[config.mk]
export PLATFORM = sky130hd
export DESIGN_NAME = up_time_cnt
export DESIGN_NICKNAME = d
export VERILOG_FILES = /design/src/rtl/up_time_cnt_pkg.sv /design/src/rtl/up_time_cnt_cnt.sv /design/src/rtl/up_time_cnt.sv
export SDC_FILE = /design/constraint.sdc
export NUM_CORES = 1
export LEC_CHECK = 0
export ABC_CLOCK_PERIOD_IN_PS = 2100
export CAP_MARGIN = 20
export CORE_ASPECT_RATIO = 0.9
export CORE_MARGIN = 3
export CORE_UTILIZATION = 47
export DETAILED_ROUTE_END_ITERATION = 10
export PLACE_DENSITY = 0.78
export REMOVE_ABC_BUFFERS = 1
export SYNTH_ARGS = -nofsm -noshare
export SYNTH_HDL_FRONTEND = slang
export SYNTH_SLANG_ARGS = --single-unit
[constraint.sdc]
create_clock -name CLK -period 2.1 [get_ports CLK]
set_input_delay 0.315 -clock CLK [delete_from_list [all_inputs] [get_ports CLK]]
set_output_delay 0.315 -clock CLK [all_outputs]
set_load 0.005 [all_outputs]
[src/rtl/up_time_cnt_pkg.sv]
// Shared definitions for the MM:SS time counters: run-control state
// encoding and default digit moduli. The display mux and the countdown
// timer use the same constants.
package up_time_cnt_pkg;

  typedef enum logic [1:0] {
    ST_IDLE   = 2'd0,
    ST_RUN    = 2'd1,
    ST_PAUSED = 2'd2,
    ST_DONE   = 2'd3
  } state_t;

  localparam int DIGIT_MOD_UNITS = 10;
  localparam int SEC_T_MOD_DEF   = 6;
  localparam int MIN_T_MOD_DEF   = 10;
  localparam int DIGIT_BITS_DEF  = 4;

  // Highest legal value of a modulo-N digit
  function automatic int mod_max(input int modulo);
    return modulo - 1;
  endfunction

endpackage

[src/rtl/up_time_cnt_cnt.sv]
// up_cnt: generic modulo-MOD up counter digit with carry in/out.
// CE advances the digit and wraps it to 0 after MOD-1. CEO is high when CE
// arrives while the digit sits at MOD-1.
// HOLD blocks the register update but leaves CEO alone. This lets the
// parent freeze the whole chain on the terminal tick while still seeing
// the carry out of the top digit.
// CLR is a synchronous clear and takes priority over counting.
module up_cnt
  import up_time_cnt_pkg::*;
#(
  parameter int MOD   = DIGIT_MOD_UNITS,
  parameter int WIDTH = DIGIT_BITS_DEF
) (
  input  logic             CLK,
  input  logic             CLR,
  input  logic             CE,
  input  logic             HOLD,
  output logic [WIDTH-1:0] Q,
  output logic             CEO
);

  localparam logic [WIDTH-1:0] LAST = WIDTH'(mod_max(MOD));
  localparam logic [WIDTH-1:0] ONE  = WIDTH'(1);

  logic [WIDTH-1:0] count;
  logic             at_last;

  assign at_last = (count == LAST);
  assign CEO     = CE & at_last;
  assign Q       = count;

  // Digit register: clear wins, then wrap or increment on enable
  always_ff @(posedge CLK) begin
    if (CLR) begin
      count <= '0;
    end else if (CE && !HOLD) begin
      if (at_last) begin
        count <= '0;
      end else begin
        count <= count + ONE;
      end
    end
  end

endmodule

[src/rtl/up_time_cnt.sv]
// up_time_cnt: count-up MM:SS stopwatch.
// Four cascaded up_cnt digits advance on the 1 Hz CE tick while the
// run-control FSM is in RUN. START, STOP and ZERO are single-cycle pulses.
// Build option UP_TIME_CNT_WRAP_EN: when it is defined, the terminal tick
// wraps the digits to 00:00 and the counter keeps running. When it is
// undefined, the digits hold at maximum and the FSM enters DONE.
module up_time_cnt
  import up_time_cnt_pkg::*;
#(
  parameter int MIN_T_MOD  = MIN_T_MOD_DEF,
  parameter int SEC_T_MOD  = SEC_T_MOD_DEF,
  parameter int DIGIT_BITS = DIGIT_BITS_DEF
) (
  input  logic                  CLK,
  input  logic                  CLR,
  input  logic                  CE,
  input  logic                  START,
  input  logic                  STOP,
  input  logic                  ZERO,
  output logic [DIGIT_BITS-1:0] SEC_U,
  output logic [DIGIT_BITS-1:0] SEC_T,
  output logic [DIGIT_BITS-1:0] MIN_U,
  output logic [DIGIT_BITS-1:0] MIN_T,
  output logic                  RUNNING,
  output logic                  DONE,
  output logic                  CEO
);

  state_t state;
  state_t state_next;

  logic en;
  logic clr_digits;
  logic hold;
  logic terminal;
  logic co_su;
  logic co_st;
  logic co_mu;
  logic co_mt;

  // Counting depends on the registered state, so a CE in the same cycle as
  // START is ignored and a CE in the same cycle as STOP still counts
  assign en         = (state == ST_RUN) & CE;
  assign clr_digits = CLR | ZERO;

  // The carry out of the top digit is exactly en & (all digits at max)
  assign terminal = co_mt;
  assign CEO      = terminal;

`ifdef UP_TIME_CNT_WRAP_EN
  assign hold = 1'b0;
`else
  assign hold = terminal;
`endif

  up_cnt #(.MOD(DIGIT_MOD_UNITS), .WIDTH(DIGIT_BITS)) u_sec_u (
    .CLK(CLK), .CLR(clr_digits), .CE(en), .HOLD(hold), .Q(SEC_U), .CEO(co_su)
  );

  up_cnt #(.MOD(SEC_T_MOD), .WIDTH(DIGIT_BITS)) u_sec_t (
    .CLK(CLK), .CLR(clr_digits), .CE(co_su), .HOLD(hold), .Q(SEC_T), .CEO(co_st)
  );

  up_cnt #(.MOD(DIGIT_MOD_UNITS), .WIDTH(DIGIT_BITS)) u_min_u (
    .CLK(CLK), .CLR(clr_digits), .CE(co_st), .HOLD(hold), .Q(MIN_U), .CEO(co_mu)
  );

  up_cnt #(.MOD(MIN_T_MOD), .WIDTH(DIGIT_BITS)) u_min_t (
    .CLK(CLK), .CLR(clr_digits), .CE(co_mu), .HOLD(hold), .Q(MIN_T), .CEO(co_mt)
  );

  // Run-control state register with synchronous reset
  always_ff @(posedge CLK) begin
    if (CLR) begin
      state <= ST_IDLE;
    end else begin
      state <= state_next;
    end
  end

  // Next state and status flags; ZERO beats STOP, and STOP beats START
  always_comb begin
    state_next = state;
    RUNNING    = 1'b0;
    DONE       = 1'b0;
    if (ZERO) begin
      state_next = ST_IDLE;
    end else begin
      case (state)
        ST_IDLE: begin
          if (!STOP && START) state_next = ST_RUN;
        end
        ST_RUN: begin
`ifdef UP_TIME_CNT_WRAP_EN
          if (STOP) state_next = ST_PAUSED;
`else
          if (terminal) state_next = ST_DONE;
          else if (STOP) state_next = ST_PAUSED;
`endif
        end
        ST_PAUSED: begin
          if (!STOP && START) state_next = ST_RUN;
        end
        ST_DONE: begin
          state_next = ST_DONE;
        end
        default: state_next = ST_IDLE;
      endcase
    end
    RUNNING = (state == ST_RUN);
`ifdef UP_TIME_CNT_WRAP_EN
    DONE = 1'b0;
`else
    DONE = (state == ST_DONE);
`endif
  end

endmodule

Word level (Yosys, flattened, before mapping)

Index checks and enable logic that the tools add are counted.

$add $sub $neg: 4
Multiplexer cells: 8
Eq/ne operators: 9
Bitwise logic cells: 6
Reduce and logical (&&, ||, !) cells: 11

Operators with widths:

| cell                                                                   | count |
|---|---|
| 4-bit by 1-bit adder with 4-bit output (second input constant)         | 4 |
| 4-bit two-way mux                                                      | 4 |
| 4-bit equality test (second input constant)                            | 3 |
| 2-bit two-way mux                                                      | 3 |
| 2-bit one-hot mux with 3 select lines                                  | 1 |
| 1-bit AND                                                              | 5 |
| 1-bit logical AND                                                      | 5 |
| 2-bit equality test (second input constant)                            | 2 |
| 4-bit by 3-bit equality test with 1-bit output (second input constant) | 1 |
| 2-bit OR reduction                                                     | 2 |
| 3-bit by 2-bit != test with 1-bit output (second input constant)       | 1 |
| 2-bit by 1-bit equality test with 1-bit output (second input constant) | 1 |
| 1-bit zero test                                                        | 2 |
| 2-bit zero test                                                        | 1 |
| 2-bit by 1-bit != test with 1-bit output (second input constant)       | 1 |
| 2-bit AND reduction                                                    | 1 |
| 1-bit OR                                                               | 1 |

Logic and storage cells: 43
Output and inout bits: 19
Bits of input ports: 6
Flip-flop bits (word level): 18

Depth between registers and ports, before layout

Depth after elaboration: 8
Mapped depth: 5
Depth with buffers taken out: 4

Modules after synthesis

A second synthesis with hierarchy kept.

Cell total of the unflattened synthesis: 97
Area total of the unflattened synthesis: 943.4 um^2

Modules (own cells, without submodules):

| module               | area an instance (um^2) | instances | cells each | seq. area each (um^2) |
|---|---|---|---|---|
| up_cnt (u_min_t ...) | 205.2                   | 3         | 21         | 80.1 |
| up_cnt (u_sec_t)     | 202.7                   | 1         | 21         | 80.1 |
| up_time_cnt          | 125.1                   | 1         | 13         | 40.0 |

Worst setup path before layout

No wires, ideal clock.

Path kind: flip-flop to flip-flop
Start point: register u_sec_u.count[1], in the netlist u_sec_u.Q[1]
End point: register u_sec_u.count[3], in the netlist u_sec_u.Q[3]
Path slack: 0.592 ns
Cell stages (with the launch flop): 6
Buffers on the path: 1
Data arrival time: 1.391 ns
Setup time: 0.116 ns
Required time: 1.984 ns
Cell sequence: dfxtp_1 > and4bb_1 > buf_6 > a41oi_2 > o21ai_0 > a31o_2

Cells in the longest elaborated chain, start to end: 7
Elaborated cells between the ends (all ways): 9

RTL lines:

| item                     | line                  | text |
|---|---|---|
| start: declaration       | up_time_cnt_cnt.sv:25 | `logic [WIDTH-1:0] count;` |
| start signal: assignment | up_time_cnt_cnt.sv:40 | `count <= count + ONE;` |
| 4-bit equality test      | up_time_cnt_cnt.sv:28 | `assign at_last = (count == LAST);` |
| 1-bit AND (4 in a row)   | up_time_cnt_cnt.sv:29 | `assign CEO = CE & at_last;` |
| 1-bit zero test          | up_time_cnt_cnt.sv:36 | `end else if (CE && !HOLD) begin` |
| 1-bit logical AND        | up_time_cnt_cnt.sv:36 |  |

Several ways; a longest one is shown, not always the timed one.
A chain may end at the register's enable or synchronous reset.

Worst setup path in the final report

Start point: register u_min_t.count[2], in the netlist u_min_t.Q[2]
End point: output CEO

Cells in the longest elaborated chain, start to end: 2

RTL lines:

| item                     | line                  | text |
|---|---|---|
| start: declaration       | up_time_cnt_cnt.sv:25 |  |
| start signal: assignment | up_time_cnt_cnt.sv:40 |  |
| 4-bit equality test      | up_time_cnt_cnt.sv:28 |  |
| 1-bit AND                | up_time_cnt_cnt.sv:29 |  |
| end: declaration         | up_time_cnt.sv:26     | `output logic CEO` |

No other way between the ends.

==> out/results.md <==
| Parameter | Reported | Unit |
|:---|:---|:---|
| Internal power of the cells | 457.7 | uW |
| Final std cell area, no fill | 1320 | um^2 |
| Number of failing hold endpoints at the final stage | 0 | - |
| Post-route core utilization | 73.88 | % |
| Per-cell via count in the routed design | 5.494 | - |
| Max-slew violations | 0 | - |
| Non-filler instance count after layout | 168 | - |
| Async set or reset register ratio after synthesis | 0 | % |
| Final routed wire length divided by cell count | 13.49 | um |
| Wire length of the first global-routing pass | 3.912 | mm |
| Area of the multi-input gates | 534.3 | um^2 |
| Clock latency reported for the late side of the worst-skew pair | 0.30 | ns |
| HP Class | flip-flop to flip-flop | - |
| Worst Max-Slew Pin Slew | 0.3367 | ns |
| Cell types with the largest area share after synthesis | dfxtp_1 (38%), a21oi_1 (6.3%), and4bb_2 (4.0%), inv_1 (3.6%), nand2_1 (3.6%) | - |
| Reg power frac | 58.3 | % |
| Die width | 53.29 | um |
| Final #Nets | 151 | - |
| Die Area | 2588 | um^2 |
| Final Cycle Share | 87.48 | % |
| Register bit count reported by yosys | 18 | - |
| Root buf cell | clkbuf_4 | - |
| Post-Syn Area per Cell | 8.599 | um^2 |
| Fin crit period | 1.837 | ns |
| Drt drc | 0 | - |
| Total placed instance area | 1252 | um^2 |
| Peak VDD IR | 0.4277 | mV |
| First-pass iteration count of the detailed router | 4 | - |
| Sequential area share after synthesis | 38.10 | % |
| Cells after DPL | 162 | - |
| Maximum operating frequency | 544.3 | MHz |
| FF+latch area | 371.6 | um^2 |
| Final antenna-violating net count | 0 | - |
| Arrival time at the worst endpoint | 1.52 | ns |
| Total power of the final layout | 582.6 | uW |
| Area of the placeable core | 1787 | um^2 |
| Post-synth cell types | 36 | - |
| Unrepaired setup endpoints after global routing | false | - |
| Inserted Diodes | 0 | - |
| Power density normalized to cell area | 441.3 | nW/um^2 |
| Dominant cell type by area after synthesis | dfxtp_1 | - |
| Initial antenna violation count | 0 | - |
| Half-perimeter wire length after detailed placement | 1.617 | mm |
| TritonCTS clock tree | built | - |
| Worst setup path class | flip-flop to output pin | - |
| Clock share of power | 37.6 | % |
| Status | complete, no violations | - |
| Die height | 48.56 | um |
| Post-Synthesis Cells | 110 | - |
| Number of buffers created by CTS | 3 | - |
| Final setup TNS | 0 | ns |
| Number of synthesized flops with an enable pin | 0 | - |
| Post-synth top flop | dfxtp_1 | - |
| Clock input transition at the sequential cells of the worst setup and hold paths | 0.11 | ns |
| Worst setup slack for register-to-register paths | 0.34 | ns |
| Cell area after technology mapping | 945.9 | um^2 |
| Sw Ratio | 21.44 | % |
| Layout cell share with drive strength beyond 1 | 20.14 | % |
| Post-Route Skew | 0.01258 | ns |
| Largest net degree at the start of global routing | 12 | - |
| Placer congestion estimate | 0.7975 | - |
| Final routed wirelength across all metal layers | 2.266 | mm |
| Placement Rows | 14 | - |
| Tightest slew margin relative to the limit | 77.47 | % |
| Number of clock sinks | 18 | - |
| Gate power share | 4.1 | % |
| Port Buffers | 24 | - |
| Starting density of the core | 52.94 | % |
| Initial detailed-routing violation count | 13 | - |
| Count of boundary I/O pins | 25 | - |
| H-tree depth reported by CTS | 1 | - |
| Grt ovf | 0 | - |
| Max Cap Viol | 0 | - |
| CP Max Fanout | 6 | - |
| Maximum count of clock buffers along a single path | 2 | - |
| Portion of synthesized cell area occupied by the leading cell type | 38.10 | % |
| Leakage power total | 0.4570 | nW |
| Via count of the routed design | 923 | - |
| Total of endpoints with negative setup slack in the final report | 0 | - |
| Required time worst endpoint | 1.78 | ns |
| Synth Warn # | 0 | - |
| Sw Pwr | 124.9 | uW |
| Startpoint kind of the worst setup timing path | flip-flop | - |
| Total global-route track usage | 19.83 | % |
| Crit end category | output pin | - |
| Number of global-route vias before repair | 875 | - |
| FILL cells | 145 | - |
| Area added between synthesis and finish | 39.55 | % |
-- area by class of cell --
cell class	count	share of cell area, %
tap	24	2.275
timing repair buffer	34	23.79
multi-input combinational	79	40.47
sequential	18	28.15
clock buffer	4	2.749
inverter	9	2.559
-- synthesized netlist by cell type, types with 3 or more instances --
cell       n
a211oi_1   4
a21oi_1   12
and2_1     3
and4bb_2   3
dfxtp_1   18
inv_1      9
nand2_1    9
nand3_1    3
nor2_1     7
o21ai_0    6
or4_1      3
-- worst paths after layout --
path / startpoint / endpoint / cells past startpoint
max: u_min_t.Q[2] / CEO / 5
min: u_sec_t.Q[1] / u_sec_t.Q[1] / 2
max reg2reg: u_sec_u.Q[1] / u_sec_u.Q[3] / 5
min reg2reg: u_sec_t.Q[1] / u_sec_t.Q[1] / 2
-- worst max-delay path, cell delays in order, from the launching register on --
cell           delay (ns)
dfxtp_4              0.38
and4bb_2             0.33
and2_4               0.15
inv_1                0.04
nor2_1               0.09
dlygate4sd2_1        0.23
-- flip-flops by register name, indices dropped and copies added (netlist names) --
signal     count
state          2
u_min_t.Q      4
u_min_u.Q      4
u_sec_t.Q      4
u_sec_u.Q      4
-- per-layer routing --
metal  up-vias  global-route usage, %  routed length, um
met1       427                  26.18               1046
met5         -                      0                  0
met4         0                  4.255                 14
met3         2                  7.362                131
met2        25                  30.41               1074
li1        469                      -                  -
-- timing repair --
action,CTS,global route
setup endpoints to repair,1,0
resized for setup,10,0
setup buffers,2,0
hold buffers,0,0
-- power by group through the flow --
stage | clock network, mW | registers [mW] | logic, mW
final | 0.219 | 0.340 | 0.0240
after floorplan | 0 | 0.350 | 0.00856
after CTS | 0.223 | 0.340 | 0.0238
after detailed placement | 0 | 0.350 | 0.0236
after global routing | 0.238 | 0.340 | 0.0264
after global placement | 0 | 0.350 | 0.0233
-- cells in the final DEF (no fill, tap or decap), types with 2 or more instances in the layout --
master and instances:
or3_1 2, nand3_1 3, clkbuf_4 3, o21ai_0 6
nor3_1 2, a21oi_1 12, buf_4 10, and4bb_2 2
xnor2_1 2, nor2b_1 2, nand4b_1 2, nand2_1 9
inv_1 9, dfxtp_4 2, nand4_1 2, o211ai_1 2
clkdlybuf4s50_1 23, or4_1 3, dfxtp_1 13, nor2_1 7
dfxtp_2 3, and2_1 2, a211oi_1 4, a31o_2 2
-- metrics by stage --
step | hold WS [ns] | setup slack, ns
6_report | 0.5036 | 0.2628
5_1_grt | 0.5280 | 0.1661
4_1_cts | 0.5076 | 0.2500
3_5_place_dp | 0.4943 | 0.08249
3_3_place_gp | 0.4859 | 0.09720
2_1_floorplan | 0.4268 | 0.5066
-- kinds of logic after synthesis --
kind of cell | after synthesis | share of synthesized area (%)
flops | 18 | 38.10
compound gates | 31 | 21.30
mux | 1 | 1.058
xor+xnor | 2 | 1.852
simple gates | 45 | 31.62
buf+inv | 13 | 6.083
Power figures use the tool's default switching activity.
